[src/rtl/if_queue_pkg.sv]
// Shared fetch-stage constants: NOP encoding and default XLEN / reset PC.
// Imported by the instruction queue, its interface and the pipeline top.
package if_queue_pkg;

  localparam int          XLEN_DEFAULT     = 32;
  localparam logic [31:0] NOP_INST         = 32'h0000_0013;
  localparam logic [31:0] RESET_PC_DEFAULT = 32'h0000_0000;

endpackage

[src/rtl/if_queue_if.sv]
// Fetch-queue bus: instruction memory request/response, pipeline redirect
// and the decode-side head entry. The queue uses master, its environment slave.
interface if_queue_if #(
  parameter int XLEN  = 32,
  parameter int DEPTH = 4
);
  localparam int CW = $clog2(DEPTH) + 1;

  // Handshakes: imem transfer happens in a cycle with imem_req & imem_ready
  // (imem_rdata valid that same cycle); decode takes the head in a cycle with
  // id_valid & id_ready. Neither transfer happens in a cycle with redirect.
  logic            imem_req;
  logic [XLEN-1:0] imem_addr;
  logic            imem_ready;
  logic [XLEN-1:0] imem_rdata;
  logic            redirect;
  logic [XLEN-1:0] redirect_pc;
  logic            id_valid;
  logic            id_ready;
  logic [XLEN-1:0] id_inst;
  logic [XLEN-1:0] id_pc;
  logic [CW-1:0]   count;

  modport master (
    output imem_req, imem_addr,
    input  imem_ready, imem_rdata,
    input  redirect, redirect_pc,
    output id_valid,
    input  id_ready,
    output id_inst, id_pc, count
  );

  modport slave (
    input  imem_req, imem_addr,
    output imem_ready, imem_rdata,
    output redirect, redirect_pc,
    input  id_valid,
    output id_ready,
    input  id_inst, id_pc, count
  );

endinterface

[src/rtl/if_queue_fifo.sv]
// ifq_fifo: DEPTH-entry circular buffer with flush and an occupancy count.
// Pointers wrap naturally because DEPTH is a power of two.
module ifq_fifo #(
  parameter int WIDTH = 64,
  parameter int DEPTH = 4
) (
  input  logic                     clk,
  input  logic                     reset,
  input  logic                     flush,
  input  logic                     push,
  input  logic [WIDTH-1:0]         push_data,
  input  logic                     pop,
  output logic [WIDTH-1:0]         head_data,
  output logic [$clog2(DEPTH):0]   count,
  output logic                     empty,
  output logic                     full
);
  localparam int AW = $clog2(DEPTH);
  localparam int CW = AW + 1;

  logic [WIDTH-1:0] mem [DEPTH];
  logic [AW-1:0]    wr_ptr;
  logic [AW-1:0]    rd_ptr;
  logic             do_push;
  logic             do_pop;

  assign empty     = (count == '0);
  assign full      = (count == CW'(DEPTH));
  assign do_pop    = pop && !empty;
  assign do_push   = push && (!full || do_pop);
  assign head_data = mem[rd_ptr];

  always_ff @(posedge clk) begin
    if (reset || flush) begin
      wr_ptr <= '0;
      rd_ptr <= '0;
      count  <= '0;
    end else begin
      if (do_push) wr_ptr <= wr_ptr + AW'(1);
      if (do_pop)  rd_ptr <= rd_ptr + AW'(1);
      count <= count + CW'(do_push) - CW'(do_pop);
    end
  end

  // Storage needs no reset; entries are only read while count says they are live.
  always_ff @(posedge clk) begin
    if (do_push && !reset && !flush) mem[wr_ptr] <= push_data;
  end

endmodule

[src/rtl/if_queue.sv]
// if_queue: instruction fetch controller feeding decode through ifq_fifo.
// Optional macro IFQ_BYPASS_EN forwards a response straight to decode when empty.
module if_queue
  import if_queue_pkg::*;
#(
  parameter int              XLEN     = XLEN_DEFAULT,
  parameter int              DEPTH    = 4,
  parameter logic [XLEN-1:0] RESET_PC = XLEN'(RESET_PC_DEFAULT)
) (
  input logic        clk,
  input logic        reset,
  if_queue_if.master bus
);
  localparam int              CW         = $clog2(DEPTH) + 1;
  localparam logic [XLEN-1:0] ALIGN_MASK = ~XLEN'(3);

  logic [XLEN-1:0]   fetch_pc;
  logic [2*XLEN-1:0] head_entry;
  logic [CW-1:0]     fifo_count;
  logic              fifo_empty;
  logic              fifo_full;
  logic              accept;
  logic              bypass_take;
  logic              fifo_push;
  logic              fifo_pop;

  // A single-cycle handshake means at most one request is ever outstanding.
  assign bus.imem_req  = !reset && !fifo_full && !bus.redirect;
  assign bus.imem_addr = fetch_pc & ALIGN_MASK;
  assign accept        = bus.imem_req && bus.imem_ready;

`ifdef IFQ_BYPASS_EN
  assign bypass_take = accept && fifo_empty && bus.id_ready;
`else
  assign bypass_take = 1'b0;
`endif

  assign fifo_push = accept && !bypass_take;
  assign fifo_pop  = !reset && !fifo_empty && bus.id_ready && !bus.redirect;
  assign bus.count = fifo_count;

  always_ff @(posedge clk) begin
    if (reset)             fetch_pc <= RESET_PC;
    else if (bus.redirect) fetch_pc <= bus.redirect_pc & ALIGN_MASK;
    else if (accept)       fetch_pc <= fetch_pc + XLEN'(4);
  end

  always_comb begin
    bus.id_valid = 1'b0;
    bus.id_inst  = XLEN'(NOP_INST);
    bus.id_pc    = '0;
    if (!reset) begin
      if (!fifo_empty) begin
        bus.id_valid = 1'b1;
        bus.id_inst  = head_entry[XLEN-1:0];
        bus.id_pc    = head_entry[2*XLEN-1:XLEN];
      end
`ifdef IFQ_BYPASS_EN
      else if (accept) begin
        bus.id_valid = 1'b1;
        bus.id_inst  = bus.imem_rdata;
        bus.id_pc    = bus.imem_addr;
      end
`endif
    end
  end

  ifq_fifo #(
    .WIDTH (2*XLEN),
    .DEPTH (DEPTH)
  ) u_fifo (
    .clk       (clk),
    .reset     (reset),
    .flush     (bus.redirect),
    .push      (fifo_push),
    .push_data ({bus.imem_addr, bus.imem_rdata}),
    .pop       (fifo_pop),
    .head_data (head_entry),
    .count     (fifo_count),
    .empty     (fifo_empty),
    .full      (fifo_full)
  );

endmodule

[src/flat_wrapper.sv]
// flat-port wrapper written by rule: the top's interface ports become plain ports
module if_queue_flat import if_queue_pkg::*;
#(
  parameter int              XLEN     = XLEN_DEFAULT,
  parameter int              DEPTH    = 4,
  parameter logic [XLEN-1:0] RESET_PC = XLEN'(RESET_PC_DEFAULT)
)
  (clk, reset, bus_imem_req, bus_imem_addr, bus_imem_ready, bus_imem_rdata, bus_redirect, bus_redirect_pc, bus_id_valid, bus_id_ready, bus_id_inst, bus_id_pc, bus_count);
  if_queue_if #(.XLEN(XLEN), .DEPTH(DEPTH)) bus_i ();
  input logic clk;
  input logic reset;
  output wire logic [$bits(bus_i.imem_req)-1:0] bus_imem_req;
  output wire logic [$bits(bus_i.imem_addr)-1:0] bus_imem_addr;
  input wire logic [$bits(bus_i.imem_ready)-1:0] bus_imem_ready;
  input wire logic [$bits(bus_i.imem_rdata)-1:0] bus_imem_rdata;
  input wire logic [$bits(bus_i.redirect)-1:0] bus_redirect;
  input wire logic [$bits(bus_i.redirect_pc)-1:0] bus_redirect_pc;
  output wire logic [$bits(bus_i.id_valid)-1:0] bus_id_valid;
  input wire logic [$bits(bus_i.id_ready)-1:0] bus_id_ready;
  output wire logic [$bits(bus_i.id_inst)-1:0] bus_id_inst;
  output wire logic [$bits(bus_i.id_pc)-1:0] bus_id_pc;
  output wire logic [$bits(bus_i.count)-1:0] bus_count;
  assign bus_imem_req = bus_i.imem_req;
  assign bus_imem_addr = bus_i.imem_addr;
  assign bus_i.imem_ready = bus_imem_ready;
  assign bus_i.imem_rdata = bus_imem_rdata;
  assign bus_i.redirect = bus_redirect;
  assign bus_i.redirect_pc = bus_redirect_pc;
  assign bus_id_valid = bus_i.id_valid;
  assign bus_i.id_ready = bus_id_ready;
  assign bus_id_inst = bus_i.id_inst;
  assign bus_id_pc = bus_i.id_pc;
  assign bus_count = bus_i.count;
  if_queue #(.XLEN(XLEN), .DEPTH(DEPTH), .RESET_PC(RESET_PC)) u_core (.clk(clk), .reset(reset), .bus(bus_i));
endmodule
[config.mk]
export PLATFORM = sky130hd
export DESIGN_NAME = if_queue_flat
export DESIGN_NICKNAME = d
export VERILOG_FILES = /design/src/rtl/if_queue_pkg.sv /design/src/rtl/if_queue_if.sv /design/src/rtl/if_queue_fifo.sv /design/src/rtl/if_queue.sv /design/src/flat_wrapper.sv
export SDC_FILE = /design/constraint.sdc
export NUM_CORES = 1
export LEC_CHECK = 0
export ABC_AREA = 1
export ABC_CLOCK_PERIOD_IN_PS = 5500
export CAP_MARGIN = 15
export CORE_ASPECT_RATIO = 1.25
export CORE_MARGIN = 2
export CORE_UTILIZATION = 28
export CTS_CLUSTER_SIZE = 24
export DETAILED_ROUTE_END_ITERATION = 8
export SLEW_MARGIN = 20
export SYNTH_ARGS = -nofsm -noshare
export SYNTH_HDL_FRONTEND = slang
export SYNTH_SLANG_ARGS = --single-unit
[constraint.sdc]
create_clock -name clk -period 5.5 [get_ports clk]
set_input_delay 1.375 -clock clk [delete_from_list [all_inputs] [get_ports clk]]
set_output_delay 1.375 -clock clk [all_outputs]
set_load 0.01 [all_outputs]
==> impl_metrics.py <==
metrics = {
    "clock_network": {
        "cts_tree": "done",
        "ctsResizeCount": 0,
        "ctsRootBufferMaster": "clkbuf_16",
        "clk_pin_slew_ns": 0.06,
        "numCtsBuffers": 28,
        "clock_latency_ns": 0.55,
        "htree_levels": 1,
        "hold_buffers": 0,
        "cts.sink_count": 287,
        "post-cts-setup-buffers": 0,
        "clockBufferDepth": 3,
    },
    "synth": {
        "synth_top_area_cell": "edfxtp_1",
        "synth_ff_type": "edfxtp_1",
        "synth_edf_count": 248,
        "synth-seq-area-share_pct": 67.3,
        "syn_inst": 1162,
        "synthXorXnorAreaFrac_pct": 0.502,
        "synth_top_cell_area_share_pct": 60.9,
        "synthArstFlopShare_pct": 0,
        "ys_types": 35,
        "synth_top_family_by_area": "simple AND/OR/NAND/NOR gates",
        "synth-adder-area-share_pct": 0.880,
        "synth_compound_area_share_pct": 11.0,
        "synth_simple_gate_area_share_pct": 15.4,
        "yosysWarnings": 0,
        "synthTopCellsByArea": "edfxtp_1 (61%), nor2_1 (8.8%), dfxtp_1 (6.4%)",
        "synth_area_per_cell_um2": 10.5,
        "syn_area_mm2": 0.0122,
        "ys_ff_latch": 287,
        "synth.area.mux_share_pct": 0,
    },
    "hold_path": {
        "hold_class": "reg -> reg",
        "hold_path_end": "u_core.u_fifo.rd_ptr[0]",
        "min_path_cells": 1,
        "hp-start": "u_core.u_fifo.rd_ptr[0]",
    },
    "worst_setup_path": {
        "critPathKind": "reg -> out",
        "worstReg2RegStart": "u_core.u_fifo.count[1]",
        "path_delay_family": "buffers and inverters",
        "cp_slowest_cell": "buf_4",
        "cp.arrival_ns": 3.43,
        "required_ns": 4.12,
        "crit_path_end_kind": "output port",
        "regToRegSetupSlack_ns": 2.76,
        "cp_max_fo": 84,
        "path_buf_inv": 4,
        "ff2ff_path_depth": 14,
        "start_kind": "flop",
        "slowest_delay_ns": 0.66,
        "path_cells": "clkinv_2, buf_4, buf_4, o21ai_0, a21oi_1, clkdlybuf4s50_1",
        "cpMostUsedCell": "buf_4",
        "worst_r2r_endpoint": "u_core.u_fifo.count[2]",
    },
    "floorplanning": {
        "fp.coreArea_mm2": 0.0431,
        "dieHeight_um": 238,
        "start_util_pct": 28.4,
        "die_w_um": 191,
        "fp-row-count": 85,
        "die_area_mm2": 0.0453,
        "io_pins": 170,
    },
    "place": {
        "dp_slack_ns": 0.667,
        "place.gp.congestion": 0.836,
        "post-dp-hpwl_um": 19900,
        "io_buffers": 163,
    },
    "layout": {
        "drive_gt1_share_pct": 7.65,
        "diodes": 0,
        "area_delta_synth_final_pct": 26.2,
        "nNetsFinal": 1389,
        "post-route-util_pct": 35.8,
    },
    "power_and_ir_drop": {
        "p_seq_share_pct": 52.3,
        "p_sw_w": 0.000970,
        "p_int_w": 0.00370,
        "peakVddDrop_mv": 0.205,
        "pwr-share-clk_pct": 42.9,
        "p_leak_nw": 5.15,
        "p_sw_share_pct": 20.8,
        "power.density_mw_per_mm2": 303,
        "power_frac_comb_pct": 4.7,
    },
    "drt": {
        "drtIter0Drc": 505,
        "avgRoutedWirePerCell_um": 17.1,
        "ant_nets": 0,
        "viasPerCell": 4.57,
        "drc": 0,
        "vias": 8683,
        "first_pass_iters": 5,
        "wl_um": 32500,
    },
    "grt": {
        "grt_antenna_before_repair": 0,
        "first_global_vias": 8520,
        "grt_pass1_wl_um": 49100,
        "grt_max_degree": 85,
        "grt-ovfl-total": 0,
        "gr-usage-all-layers_pct": 14.1,
    },
    "timing": {
        "hold_ws_ns": 0.494,
        "tightest_slew_ns": 0.884,
        "fin_crit_ns": 4.81,
        "setup_viol": 0,
        "fin_crit_sh_pct": 87.4,
        "finClkSkew_ns": 0.0142,
        "max_freq_mhz": 208,
        "slew_headroom_pct": 41.0,
        "rsz0062_at_grt": "false",
        "final.setup.tns_ns": 0,
        "final-hold-violation-count": 0,
        "finalWorstSetupSlack_ns": 0.693,
        "slew_viol_final": 0,
    },
    "status": {
        "status": "finished, final reports clean",
    },
    "flow_run": {
        "drv_cap": 0,
    },
}
## registers in the layout, summed over array words and instances (netlist names), named ones only
register / cells
u_core.u_fifo.count: 3
u_core.u_fifo.mem: 248
u_core.u_fifo.wr_ptr: 2
u_core.u_fifo.rd_ptr: 2
u_core.fetch_pc: 30
## power groups by stage
stage	Combinational, W	Clock (W)	Sequential (W)
6_report	0.000222	0.00200	0.00244
5_1_grt	0.000244	0.00214	0.00245
4_1_cts	0.000224	0.00206	0.00244
3_5_place_dp	0.000222	0	0.00249
3_3_place_gp	0.000221	0	0.00249
2_1_floorplan	0.0000943	0	0.00248
## how the worst max path moves through the flow
stage,start,depth (start not counted),endpoint
after global routing,flop,6,bus_id_pc[12]
final,flop,6,bus_id_pc[12]
after floorplan,bus_redirect,5,u_core.u_fifo.mem[0][0]
after global placement,reset,7,bus_id_inst[4]
after detailed placement,reset,7,bus_id_inst[0]
after CTS,flop,6,bus_id_pc[12]
## cells in the final DEF (no fill, tap or decap), drive strengths merged
master	n
nand2	124
or2	5
o211ai	7
clkinv	11
ha	7
nor2	294
fa	1
and2	2
nand3	38
edfxtp	248
o21ai	156
dfxtp	39
conb	4
a21oi	88
xor2	4
a31oi	6
clkbuf	35
xnor2	3
nand4	1
inv	72
buf	17
a22oi	1
bufinv	4
clkdlybuf4s50	163
nand3b	1
clkinvlp	3
## Yosys cell counts (3+ instances only)
master    count
nor2_1      288
edfxtp_1    248
o21ai_0     155
nand2_1     121
a21oi_1      82
inv_1        69
dfxtp_1      39
clkbuf_1     38
nand3_1      31
buf_2        14
ha_1          7
nand3_2       7
o211ai_1      7
a21oi_2       6
a31oi_1       5
buf_4         5
nor2_2        5
or2_2         5
xor2_1        4
inv_2         3
nand2_2       3
xnor2_1       3
## worst register-to-register path, cell delays in order (launching register included)
cell and delay (ns):
dfxtp_1 0.36, inv_1 0.11, nand3_1 0.12, nand2_2 0.08, buf_4 0.38, inv_2 0.12, nand2_1 0.14, nor2_2 0.07
ha_1 0.28, inv_1 0.05, ha_1 0.12, inv_1 0.04, fa_1 0.37, or2_2 0.30, a21oi_1 0.12
## cell families (layout without fill, tap and decap cells)
group           count (synthesis)  in the layout
xor+xnor                        7              7
simple gates                  465            465
compound gates                258            258
fa+ha+maj                       8              8
buf+inv                       136            305
flops                         287            287
other cells                     1              4
## through the flow
stage | power (W) | cells | cell area [µm²]
CTS | 0.00473 | 1899 | 15400
finish | 0.00467 | 1899 | 15400
global route | 0.00483 | 1899 | 15400
floorplan | 0.00257 | 1165 | 12200
detailed placement | 0.00271 | 1847 | 14400
global placement | 0.00271 | 1847 | 14400
## cell type report
| class | count | area, µm² |
|---|---|---|
| Tap cell | 565 | 707 |
| Timing Repair Buffer | 180 | 1770 |
| Clock inverter | 17 | 198 |
| Sequential cell | 287 | 8240 |
| Clock buffer | 35 | 779 |
| Inverter | 73 | 277 |
| Fill cell | 4210 | 27700 |
| Multi-Input combinational cell | 742 | 3450 |
## routing by layer
metal | GRT usage, % | up-vias | share of wire, %
met2 | 25.0 | 241 | 50
li1 | - | 4262 | -
met5 | 0 | - | 0
met3 | 1.89 | 35 | 5.5
met4 | 4.93 | 0 | 2.6
met1 | 17.4 | 4145 | 42
(Power assumes the default switching activity.)
